===== src/rtl/hier_fanin_collector_if.sv =====
// rtl/hier_fanin_collector_if.sv - child fan-in and upstream stream bundle
// master: the collector; slave: the children plus upstream consumer.
interface hier_fanin_collector_if #(
   parameter int NUM_CHILDREN = 15,
   parameter int DATA_W       = 16,
   parameter int IDX_W        = 4
);
   logic [NUM_CHILDREN-1:0]        child_valid;
   logic [NUM_CHILDREN*DATA_W-1:0] child_data;
   logic [NUM_CHILDREN-1:0]        child_ready;
   logic                           up_valid;
   logic                           up_ready;
   logic [IDX_W+DATA_W-1:0]        up_data;
   logic [15:0]                    event_count;

   modport master (
      input  child_valid, child_data, up_ready,
      output child_ready, up_valid, up_data, event_count
   );

   modport slave (
      output child_valid, child_data, up_ready,
      input  child_ready, up_valid, up_data, event_count
   );
endinterface


===== src/rtl/hier_fanin_collector.sv =====
// rtl/hier_fanin_collector.sv - round-robin fan-in of child words into one registered upstream slot
// Words are tagged {source index, payload}; a saturating counter tracks deliveries.
module hier_fanin_collector #(
   parameter int NUM_CHILDREN = 15,
   parameter int DATA_W       = 16,
   parameter int IDX_W        = 4
) (
   input logic                    clk,
   input logic                    rst_n,
   hier_fanin_collector_if.master bus
);
   localparam logic [0:0] EMPTY = 1'b0;
   localparam logic [0:0] FULL  = 1'b1;

   logic [0:0]              state;
   logic [IDX_W-1:0]        rr_ptr;
   logic [IDX_W-1:0]        grant;
   logic [IDX_W-1:0]        idx;
   logic                    found;
   logic                    load_en;
   logic                    accept;
   logic [IDX_W+DATA_W-1:0] slot;
   logic [15:0]             count;
   logic [DATA_W-1:0]       words [NUM_CHILDREN];

   for (genvar i = 0; i < NUM_CHILDREN; i++) begin : g_words
      assign words[i] = bus.child_data[i*DATA_W +: DATA_W];
   end

   // First valid child at or after rr_ptr, scanning with wrap.
   always_comb begin
      grant = '0;
      found = 1'b0;
      idx   = '0;
      for (int k = 0; k < NUM_CHILDREN; k++) begin
         idx = IDX_W'((int'(rr_ptr) + k) % NUM_CHILDREN);
         if (!found && bus.child_valid[idx]) begin
            grant = idx;
            found = 1'b1;
         end
      end
   end

   assign load_en         = (state == EMPTY) || bus.up_ready;
   assign accept          = load_en && found && rst_n;
   assign bus.child_ready = accept ? (NUM_CHILDREN'(1) << grant) : '0;

   always_ff @(posedge clk or negedge rst_n) begin
      if (!rst_n) begin
         state  <= EMPTY;
         slot   <= '0;
         rr_ptr <= '0;
         count  <= '0;
      end else begin
         if (accept) begin
            state  <= FULL;
            slot   <= {grant, words[grant]};
            rr_ptr <= IDX_W'((int'(grant) + 1) % NUM_CHILDREN);
         end else if (bus.up_ready) begin
            // Drained with nothing to refill; payload keeps its last value.
            state <= EMPTY;
         end
         if ((state == FULL) && bus.up_ready && (count != 16'hFFFF)) begin
            count <= count + 16'd1;
         end
      end
   end

   assign bus.up_valid    = (state == FULL);
   assign bus.up_data     = slot;
   assign bus.event_count = count;
endmodule

===== src/flat_wrapper.sv =====
// flat-port wrapper written by rule: the top's interface ports become plain ports
module hier_fanin_collector_flat 
#(
   parameter int NUM_CHILDREN = 15,
   parameter int DATA_W       = 16,
   parameter int IDX_W        = 4
)
  (clk, rst_n, bus_child_valid, bus_child_data, bus_up_ready, bus_child_ready, bus_up_valid, bus_up_data, bus_event_count);
  hier_fanin_collector_if #(.NUM_CHILDREN(NUM_CHILDREN), .DATA_W(DATA_W), .IDX_W(IDX_W)) bus_i ();
  input logic clk;
  input logic rst_n;
  input wire logic [$bits(bus_i.child_valid)-1:0] bus_child_valid;
  input wire logic [$bits(bus_i.child_data)-1:0] bus_child_data;
  input wire logic [$bits(bus_i.up_ready)-1:0] bus_up_ready;
  output wire logic [$bits(bus_i.child_ready)-1:0] bus_child_ready;
  output wire logic [$bits(bus_i.up_valid)-1:0] bus_up_valid;
  output wire logic [$bits(bus_i.up_data)-1:0] bus_up_data;
  output wire logic [$bits(bus_i.event_count)-1:0] bus_event_count;
  assign bus_i.child_valid = bus_child_valid;
  assign bus_i.child_data = bus_child_data;
  assign bus_i.up_ready = bus_up_ready;
  assign bus_child_ready = bus_i.child_ready;
  assign bus_up_valid = bus_i.up_valid;
  assign bus_up_data = bus_i.up_data;
  assign bus_event_count = bus_i.event_count;
  hier_fanin_collector #(.NUM_CHILDREN(NUM_CHILDREN), .DATA_W(DATA_W), .IDX_W(IDX_W)) u_core (.clk(clk), .rst_n(rst_n), .bus(bus_i));
endmodule

===== config.mk =====
export PLATFORM = sky130hd
export DESIGN_NAME = hier_fanin_collector_flat
export DESIGN_NICKNAME = d
export VERILOG_FILES = /design/src/rtl/hier_fanin_collector_if.sv /design/src/rtl/hier_fanin_collector.sv /design/src/flat_wrapper.sv
export SDC_FILE = /design/constraint.sdc
export NUM_CORES = 1
export LEC_CHECK = 0
export CAP_MARGIN = 20
export CORE_AREA = 2 2 184 186
export CTS_CLUSTER_DIAMETER = 200
export DETAILED_ROUTE_END_ITERATION = 12
export DIE_AREA = 0 0 186 188
export MAX_ROUTING_LAYER = met4
export PLACE_DENSITY_LB_ADDON = 0.1
export SETUP_SLACK_MARGIN = 0.3
export SLEW_MARGIN = 20
export SYNTH_ARGS = -nofsm -noshare
export SYNTH_HDL_FRONTEND = slang
export SYNTH_SLANG_ARGS = --single-unit
export TNS_END_PERCENT = 20

===== constraint.sdc =====
create_clock -name clk -period 27.6 [get_ports clk]
set_input_delay 2.76 -clock clk [delete_from_list [all_inputs] [get_ports clk]]
set_output_delay 2.76 -clock clk [all_outputs]
set_load 0.02 [all_outputs]

Word level (Yosys, flattened, before mapping)
Index checks and enable logic that the tools add are counted.
{"block": "classes", "n_eq_ne": 1, "n_mux": 66, "reduce_logical": 34, "shift": 1, "bitwise_logic": 2, "add_sub_neg": 16, "magnitude_cmp": 16, "n_div": 16}
{"op": "$mod A32 B5 Y32 const B", "count": 15}
{"op": "$lt A4 B5 Y1 const B", "count": 15}
{"op": "$bmux W16 S4", "count": 1}
{"op": "$bmux W1 S4", "count": 15}
{"op": "$mux W4", "count": 15}
{"op": "$add A4 B4 Y5 const B", "count": 7}
{"op": "$mod A5 B5 Y32 const B", "count": 1}
{"op": "$mux W1", "count": 32}
{"op": "$mux W16", "count": 2}
{"op": "$add A4 B3 Y5 const B", "count": 4}
{"op": "$logic_and A1 B1 Y1", "count": 18}
{"op": "$add A16 B1 Y16 const B", "count": 1}
{"op": "$ne A16 B16 Y1 const B", "count": 1}
{"op": "$mux W15", "count": 1}
{"op": "$shl A1 B4 Y15 const A", "count": 1}
{"op": "$logic_not A1 Y1", "count": 14}
{"op": "$add A4 B1 Y5 const B", "count": 2}
{"op": "$add A4 B2 Y5 const B", "count": 2}
{"op": "$ge A5 B5 Y1 const B", "count": 1}
{"op": "$not A4 Y5", "count": 1}
{"op": "$reduce_bool A2 Y1", "count": 1}
{"op": "$logic_or A1 B1 Y1", "count": 1}
{"op": "$not A1 Y1", "count": 1}
{"block": "totals", "output_inout_bits": 52, "reg_bits": 41}

Longest topological paths before layout
{"block": "logic_depth", "depth_word": 50, "depth_mapped": 47, "mapped_depth_nobuf": 33}

Worst setup path before layout
OpenSTA, ideal clock, no wires.
{"block": "synth_path", "path_kind": "flip-flop to output port", "start": "reg u_core.rr_ptr[0]", "end": "out bus_child_ready[3]", "slack_ns": 17.175, "t_arrival_ns": 7.665, "path_buffers": 13, "path_stages_with_launch": 37, "cell_sequence": "dfrtp_1 buf_6 buf_4 inv_1 buf_2 buf_2 buf_2 buf_2 buf_2 ha_1 buf_2 inv_1 clkbuf_1 ha_1 a21oi_1 nor3_1 xnor2_1 ha_1 clkbuf_1 o2111ai_1 and3_1 or2_1 a31o_2 o21bai_1 o21a_1 o21ai_0 and3_1 o221ai_1 a21oi_2 inv_2 buf_4 buf_4 buf_2 ha_1 ha_1 inv_1 nor3_1"}
{"block": "synth_between", "word_cells_on_any_way": 121}
{"element": "start, declared", "line": "hier_fanin_collector.sv:16", "rtl": "logic [IDX_W-1:0] rr_ptr;"}
{"element": "start signal, assigned", "line": "hier_fanin_collector.sv:58", "rtl": "rr_ptr <= IDX_W'((int'(grant) + 1) % NUM_CHILDREN);"}
{"element": "branches (longest 45 deep; another with $mod A32 B5 Y32)"}
{"element": "$mux W4 *", "line": "hier_fanin_collector.sv:37", "rtl": "if (!found && bus.child_valid[idx]) begin"}
{"element": "net u_core.grant[1]", "line": "hier_fanin_collector.sv:17", "rtl": "logic [IDX_W-1:0] grant;"}
{"element": "$shl A1 B4 Y15 *", "line": "hier_fanin_collector.sv:46", "rtl": "assign bus.child_ready = accept ? (NUM_CHILDREN'(1) << grant) : '0;"}
{"element": "$mux W15 *", "line": "hier_fanin_collector.sv:46"}
{"element": "end, declared", "line": "flat_wrapper.sv:15", "rtl": "output wire logic [$bits(bus_i.child_ready)-1:0] bus_child_ready;"}
Mark *: on every way through the listed nets, which the timed path passes. The select of a mux whose other input is x is not followed.

Final worst setup path
{"block": "layout_path", "start": "in bus_child_valid[14]", "end": "out bus_child_ready[3]"}
{"block": "layout_between", "elab_chain_len": 48, "word_cells_on_any_way": 92}
{"element": "start, declared", "line": "flat_wrapper.sv:12", "rtl": "input wire logic [$bits(bus_i.child_valid)-1:0] bus_child_valid;"}
{"element": "$bmux W1 S4", "line": "hier_fanin_collector.sv:37"}
{"element": "$mux W1 (not written as such)", "line": "hier_fanin_collector.sv:37"}
{"element": "$mux W1", "line": "hier_fanin_collector.sv:37"}
{"element": "$logic_not A1 Y1", "line": "hier_fanin_collector.sv:37"}
{"element": "$logic_and A1 B1 Y1", "line": "hier_fanin_collector.sv:37"}
{"element": "$mux W1", "line": "hier_fanin_collector.sv:37"}
{"element": "$logic_not A1 Y1", "line": "hier_fanin_collector.sv:37"}
{"element": "$logic_and A1 B1 Y1", "line": "hier_fanin_collector.sv:37"}
{"element": "(+31 left out)"}
{"element": "$logic_not A1 Y1", "line": "hier_fanin_collector.sv:37"}
{"element": "$logic_and A1 B1 Y1", "line": "hier_fanin_collector.sv:37"}
{"element": "$mux W1", "line": "hier_fanin_collector.sv:37"}
{"element": "$logic_not A1 Y1", "line": "hier_fanin_collector.sv:37"}
{"element": "$logic_and A1 B1 Y1", "line": "hier_fanin_collector.sv:37"}
{"element": "$mux W1", "line": "hier_fanin_collector.sv:37"}
{"element": "$logic_and A1 B1 Y1 (2 in series)", "line": "hier_fanin_collector.sv:45", "rtl": "assign accept = load_en && found && rst_n;"}
{"element": "$mux W15 *", "line": "hier_fanin_collector.sv:46"}
Every way passes the cells marked *; elsewhere a longest branch is shown, timed or not. The select of a mux whose other input is x is not followed.

==> results_dict.tcl <==
set metrics [dict create \
    slowest_stage "clkdlybuf4s50_1" \
    clockRootBuffer "clkbuf_16" \
    arrival_ps 9020 \
    track_usage_pct 34.3 \
    r2r-end "u_core.rr_ptr[1]" \
    synthCells 1750 \
    status "finished clean" \
    synth_compound_area_share_pct 33.0 \
    r2r-start "u_core.rr_ptr[1]" \
    drv_cap 0 \
    period_share_pct 42.7 \
    synth_area_leaders "mux2i_1 (8.6%), dfrtp_1 (7.9%), mux2_2 (5.7%)" \
    dieArea_sq_um 35000 \
    yosys.area_share.xor_xnor_pct 4.73 \
    final_hold_viol_count 0 \
    whs_endpoint "u_core.bus.up_data[1]" \
    firstDrtPassIters 6 \
    syn-num-nets 2064 \
    cts_tree "built" \
    gp_congestion 1.05 \
    hold_path_depth 2 \
    crit_type "in -> out" \
    ys_top_cells_by_count "nand2_1 (161), mux2i_1 (112), nor2_1 (111)" \
    grt_setup_unrepaired "no" \
    fillCellCount 3295 \
    grt_pass1_wl_um 89100 \
    placed_cells 2401 \
    numCtsBuffers 5 \
    reg2reg_depth 34 \
    seq_area_frac_synth_pct 7.86 \
    die_h_um 188 \
    min_path_type "reg -> reg" \
    initial_utilization_pct 39.4 \
    synth-simple-area-share_pct 24.2 \
    timing.slew.headroom_pct 23.9 \
    synth_top_area_share_pct 8.59 \
    grt_antenna_before_repair 3 \
    synth_edf_count 0 \
    layout_min_cycle_time_ps 11780 \
    fp.dieW_um 186 \
    slew_violations 0 \
    viasPerCell 6.43 \
    synth_most_common_cell "nand2_1" \
    multiInputGateArea_sq_um 11100 \
    drive_gt1_share_pct 11.1 \
    muxShareOfSynthArea_pct 17.7 \
    synth_seq_cells 41 \
    required_ps 24840 \
    area_growth_pct 26.3 \
    clkTransAtPathRegs_ps 60 \
    stdcell_area_sq_um 16500 \
    core_area_sq_um 33100 \
    crit_path_start "bus_child_valid[14]" \
    io_pins 310 \
    endpoint_kind "output pin" \
    clock.fmax_mhz 84.9 \
    cp-start-kind "input port" \
    cts_max_path_buffers 2 \
    final_nets 2274 \
    crit_fanout 43 \
    crit_chain "clkdlybuf4s50_1 -> inv_1 -> o21ai_0 -> a311oi_1 -> a221oi_1 -> or2_2 -> nor2_1 -> and3_1 -> and3_1 -> and4_1 -> o311a_1 -> a21oi_4 -> buf_4 -> inv_4 -> ha_1 -> ha_1 -> inv_1 -> nor3_1 -> clkdlybuf4s50_1" \
    rows 67 \
    worstHoldStart "u_core.bus.up_data[1]" \
    wirelength_um 60500 \
    synth_top_area_cell "mux2i_1" \
    drt_iter0_drc 1719 \
    skew_ps 6.07 \
    grt_pass1_vias 14300 \
    place_hpwl_um 46100 \
    fin_tns_setup_ps 0 \
    clk_latency_ps 290 \
    slowest_delay_ps 880 \
    cts_hold_buf 0 \
    grt_max_degree 106 \
    synth.avg_cell_area_sq_um 7.46 \
    cts_resized 0 \
    cts_sinks 41 \
    finalNonFillerCells 2412 \
    ys.warnings.count 0 \
    ant_nets 0 \
    drcViolationCount 0 \
    cts_setup_buffers 0 \
    synthAdderAreaFrac_pct 5.37 \
    ys_types 120 \
    postSynth.asyncResetShare_pct 100 \
    synth_top_family_by_area "compound AO/OA/AOI/OAI gates" \
    vias 15500 \
    htree_num_levels 2 \
    finalSetupViolCount 0 \
    synth_flop_cell "dfrtp_1" \
    place_area_sq_um 16300 \
    avgRoutedWirePerCell_um 25.1 \
    io_buffers 309 \
    regArea_sq_um 1030 \
    worst_pin_slew_ps 1140 \
    synth_area_sq_um 13100 \
    grt_remaining_overflow 0 \
    timing.reg2reg.setup_slack_ps 17550 \
]
[cell type report]
type                    instances  area share (%)
clock buffers                   6           0.842
clock inverters                 2           0.228
well taps                     448            3.40
inverters                      61            1.42
flip-flops and latches         41            6.25
repair buffers                346            20.5
diodes                          3          0.0455
multi-input cells            1505            67.3
[state kept, by name (all words and copies together) (netlist names)]
register / cells
u_core.rr_ptr: 4
u_core.bus.up_data: 20
u_core.bus.event_count: 16
u_core.bus.up_valid: 1
[layout by cell type (no fill, tap or decap), types with 33 or more instances in the layout]
| master | count |
|---|---|
| a211oi_1 | 33 |
| a21oi_1 | 103 |
| buf_4 | 36 |
| clkdlybuf4s50_1 | 308 |
| dfrtp_1 | 39 |
| ha_1 | 56 |
| inv_1 | 53 |
| mux2_2 | 66 |
| mux2i_1 | 112 |
| nand2_1 | 161 |
| nand3_1 | 58 |
| nor2_1 | 111 |
| nor3_1 | 49 |
| o211ai_1 | 33 |
| o21ai_0 | 73 |
| xnor2_1 | 41 |
[routing by layer]
| layer | routed length [um] | share of wire (%) | global-route usage, % | vias to the layer above |
|---|---|---|---|---|
| li1 | - | - | - | 7166 |
| met1 | 25900 | 43 | 47.0 | 7358 |
| met2 | 26600 | 44 | 50.0 | 890 |
| met3 | 6390 | 11 | 8.74 | 101 |
| met4 | 1630 | 2.7 | 8.78 | 0 |
| met5 | 0 | 0 | - | - |
[per-stage QoR]
step / hold slack (ps) / util, % / worst slack, ps
5_1_grt: 507 / 49.8 / 15480
3_5_place_dp: 474 / 49.2 / 16040
3_3_place_gp: 459 / 49.2 / 16100
6_report: 482 / 49.8 / 15820
2_1_floorplan: 587 / - / 17170
4_1_cts: 487 / 49.8 / 16020
[critical path: cells and delay by family]
family          cells  cell delay, ps
buf+inv             6            2900
simple gates        6            1800
fa+ha+maj           2             620
compound gates      5             890
[cell families after synthesis]
kind of cell	count (synthesis)
and+or+nand+nor	604
AOI/OAI and AO/OA	582
buffers and inverters	204
muxes	201
xor gates and xnor gates	62
adders and majority gates	56
DFF	41
[worst max path at each step]
stage                         endpoint  cells past startpoint
finish              bus_child_ready[3]                     19
global route        bus_child_ready[3]                     26
CTS                 bus_child_ready[3]                     19
detailed placement  bus_child_ready[3]                     19
global placement    bus_child_ready[3]                     19
floorplan           bus_child_ready[3]                     36
Power is left out: the tool's default activity adds up to more than one toggle a clock period on the data nets, which glitch-free logic cannot reach.
==> patch 1, RTL diff (same flow settings) <==
`DATA_W` is set to 16 in 3 places; all go to 18.
--- a/src/rtl/hier_fanin_collector_if.sv
+++ b/src/rtl/hier_fanin_collector_if.sv
@@ -2,7 +2,7 @@
 // master: the collector; slave: the children plus upstream consumer.
 interface hier_fanin_collector_if #(
    parameter int NUM_CHILDREN = 15,
-   parameter int DATA_W       = 16,
+   parameter int DATA_W       = 18,
    parameter int IDX_W        = 4
 );
    logic [NUM_CHILDREN-1:0]        child_valid;
--- a/src/rtl/hier_fanin_collector.sv
+++ b/src/rtl/hier_fanin_collector.sv
@@ -2,7 +2,7 @@
 // Words are tagged {source index, payload}; a saturating counter tracks deliveries.
 module hier_fanin_collector #(
    parameter int NUM_CHILDREN = 15,
-   parameter int DATA_W       = 16,
+   parameter int DATA_W       = 18,
    parameter int IDX_W        = 4
 ) (
    input logic                    clk,
--- a/src/flat_wrapper.sv
+++ b/src/flat_wrapper.sv
@@ -2,7 +2,7 @@
 module hier_fanin_collector_flat 
 #(
    parameter int NUM_CHILDREN = 15,
-   parameter int DATA_W       = 16,
+   parameter int DATA_W       = 18,
    parameter int IDX_W        = 4
 )
   (clk, rst_n, bus_child_valid, bus_child_data, bus_up_ready, bus_child_ready, bus_up_valid, bus_up_data, bus_event_count);
Ports: changed (resized bus_child_data and bus_up_data); port bits go from 310 to 342. No check against the original RTL was run, so the function may have changed too.
==> patch 1 against the original RTL <==
Register-to-register slack improved by 0.19 ns. Largest cell class unchanged. Design area up 5.9%. Clock skew about the same. Die area unchanged. Setup slack better by 0.16 ns. Routed wire length increased by 12%. Sequential cell count increased by 2. Fmax is 1.3% higher. Synthesized area is 4.9% higher. Cell count increased by 4.1%. Highest routed layer unchanged.
Power is left out: the tool's default activity adds up to more than one toggle a clock period on the data nets, which glitch-free logic cannot reach.
==> patch 1: results (changes against the original RTL) <==
initial antenna violation count: 6 (+3)
port bufs: 341 (+10%)
Nets: 2401 (+5.6%)
reg-to-reg slack, setup: 17.74 ns (+0.19 ns)
list of most frequent post-synthesis cells: 223 x mux2i_1, 158 x nand2_1, 109 x nor2_1
Data arrival, critical path: 8.86 ns (-0.16 ns)
share of layout cells above drive strength 1: 7.43% (-3.6 points)
mux share of post-synthesis cell area: 18.9% (+1.3 points)
DRT iter0 DRCs: 2110 (+23%)
WL final: 67.9 mm (+12%)
met3 WL: 5.16 mm (-19%)
status: complete, no violations
CP delay by family, top: compound AO/OA/AOI/OAI gates
crit path max fanout: 45 (+4.7%)
Post-Syn Nets: 2163 (+4.8%)
worst clock skew: 0.00588 ns (-0.000192 ns)
Metal-1 WL: 26.4 mm (+2.2%)
compound-gate portion of the synthesized area: 34.2% (+1.2 points)
Post-Synth XOR/XNOR Area: 4.13% (-0.61 points)
Adder-Cell Fraction of Synth Area: 5.12% (-0.25 points)
hold path startpoint: u_core.bus.up_data[18]$_DFFE_PN0P_
Worst Setup EP: bus_child_ready[14]
crit path from: u_core.rr_ptr[2]$_DFFE_PN0P_
Total GRT Usage: 38.8% (+4.4 points)
max incr delay on CP: 0.63 ns (-0.25 ns)
max reg flops: 22 (+10%)
DPL Wire Length: 52.0 mm (+13%)
post-synthesis sequential area ratio: 7.86% (about the same)
routed vias/inst: 6.63 (+3.0%)
hold endpoint: u_core.bus.up_data[18]$_DFFE_PN0P_
[patch 1: kinds of logic (layout without fill, tap and decap cells)]
group | Yosys count | after routing
XOR/XNOR | 62 | 62
buffers and inverters | 213 | 452
flip-flops | 43 | 43
other | 0 | 6
AO/OA/AOI/OAI | 620 | 620
multiplexers | 243 | 243
adder cells (fa/ha/maj) | 56 | 56
AND/OR/NAND/NOR | 582 | 582
[patch 1: through the flow]
stage | util [%] | hold slack [ns] | area, um^2 | instances | setup slack [ns]
2_1_floorplan | - | 0.589 | 13700 | 1819 | 17.41
3_3_place_gp | 52.2 | 0.464 | 17300 | 2498 | 16.13
3_5_place_dp | 52.2 | 0.474 | 17300 | 2498 | 16.13
4_1_cts | 52.7 | 0.486 | 17400 | 2506 | 15.91
5_1_grt | 52.7 | 0.509 | 17500 | 2512 | 15.50
6_report | 52.7 | 0.481 | 17500 | 2512 | 15.98
[patch 1: area by class of cell]
type | instances | area, um^2
fill | 3205 | 15700
multi-input combinational | 1563 | 11700
timing repair buffer | 388 | 3760
sequential | 43 | 1080
tap | 448 | 561
inverter | 56 | 215
clock buffer | 5 | 125
clock inverter | 3 | 43.8
antenna | 6 | 15.0
[patch 1: per-layer routing]
layer  vias to the layer above  track usage, %
met1                      7958            47.1
met5                         -               -
met3                       174            4.10
met2                       955            64.9
li1                       7557               -
met4                         0            16.2
==> patch 2, RTL diff (same settings) <==
Made on the original files. Reset style: synchronous (`rst_n`), changed in one clocked block.
--- a/src/rtl/hier_fanin_collector.sv
+++ b/src/rtl/hier_fanin_collector.sv
@@ -45,7 +45,7 @@
    assign accept          = load_en && found && rst_n;
    assign bus.child_ready = accept ? (NUM_CHILDREN'(1) << grant) : '0;
 
-   always_ff @(posedge clk or negedge rst_n) begin
+   always_ff @(posedge clk) begin
       if (!rst_n) begin
          state  <= EMPTY;
          slot   <= '0;
Check against the original RTL: not settled (the Yosys comparison gave no result); the edit may change what the design does.
==> patch 2 against the original RTL <==
Utilization rose by 1.1 points. Design area increased by 2.2%. Fmax fell by 13%. Sequential cell count unchanged. Register-to-register slack worse by 1.7 ns. Setup slack worse by 1.8 ns. Clock skew grew 0.0050 ns. Die area unchanged. First-iteration DRC count increased by 9.8%. Synthesized area increased by 4.3%. Routed wire length fell by 1.8%. Critical endpoint unchanged.
Power is not shown: default switching activity piles up to over one toggle a cycle in this logic, so the estimate is an artifact.
==> patch 2: results (changes against the original RTL) <==
status: complete, no violations
DP Worst Slack: 14.59 ns (-1.45 ns)
largest net degree at the start of global routing: 100 (-5.7%)
met3 Use GR: 6.37% (-2.4 points)
hold endpoint: u_core.bus.up_data[19]$_SDFFE_PN0P_
slew margin rel.: 15.8% (-8.1 points)
met2 usage: 52.9% (+2.8 points)
Data arrival, critical path: 10.85 ns (+1.83 ns)
Post-synth ARST share: 0% (-100 points)
Syn Inst Count: 1797 (+2.7%)
Total GRT Usage: 33.5% (-0.85 points)
Metal-1 WL: 24.8 mm (-4.1%)
hold path startpoint: u_core.bus.up_data[19]$_SDFFE_PN0P_
crit path from: u_core.rr_ptr[0]$_SDFFE_PN0P_
CP delay by family, top: adder cells
DP Area: 16700 um^2 (+2.5%)
wire length on met2: 27.8 mm (+4.3%)
post-synthesis sequential area ratio: 6.03% (-1.8 points)
Post-Syn Nets: 2111 (+2.3%)
met3 WL: 5.24 mm (-18%)
worst r2r path cells: 33 (-2.9%)
reg2reg end: u_core.rr_ptr[3]$_SDFFE_PN0P_
DRT iter0 DRCs: 1887 (+9.8%)
crit path max fanout: 99 (+130%)
initial antenna violation count: 0 (-3)
ys flop type: dfxtp_1
diode count: 0 (-3)
RD Place Congestion: 1.03 (-1.4%)
vias in the first global route: 15000 (+4.9%)
Synth cell types: 130 (+8.3%)
first-pass GRT wire length: 89.2 mm (+0.12%)
Global Route met1 Usage: 43.8% (-3.3 points)
reg-to-reg slack, setup: 15.83 ns (-1.72 ns)
list of most frequent post-synthesis cells: 172 x mux2i_1, 140 x nand2_1, 97 x a21oi_1
WL final: 59.5 mm (-1.8%)
FF+latch area: 827 um^2 (-20%)
worst clock skew: 0.0111 ns (+0.00504 ns)
DPL Wire Length: 44.6 mm (-3.2%)
slowest CP cell: clkinv_4
crit path time final: 13.61 ns (+1.83 ns)
share of layout cells above drive strength 1: 11.3% (+0.20 points)
vias post-DR: 16000 (+3.3%)
synth top area cells: mux2i_1 13%, dfxtp_1 6.0%, ha_1 5.1%, mux2_2 4.8%, nand2_1 3.9%
Cell Count, Final, Fillers Out: 2446 (+1.4%)
==> patch 2: cell count changes after synthesis, sizes merged, moves of 10 or more <==
cell    delta
dfxtp     +41
nand3     +20
mux2      -14
nor3      -13
mux2i     +59
a211o     -13
nor2      -19
nand2     -22
o311ai    -11
dfrtp     -41
o21ai     +10
a311oi    -11
==> patch 2: cell type report <==
cell class                      instances  share of cell area (%)
Clock buffer                            5                   0.742
Clock inverter                          3                   0.148
Inverter                               59                    1.36
Multi-Input combinational cell       1554                    70.0
Sequential cell                        41                    4.91
Tap cell                              448                    3.33
Timing Repair Buffer                  336                    19.5
==> patch 2: cells by family (layout without fill, tap and decap cells) <==
group	count (synthesis)	after routing	share of synthesized area, %
buffers and inverters	202	403	7.40
muxes	246	246	20.1
xor gates and xnor gates	56	56	4.18
and+or+nand+nor	611	611	24.8
adders and majority gates	56	56	5.15
AOI/OAI and AO/OA	585	585	32.4
DFF	41	41	6.03
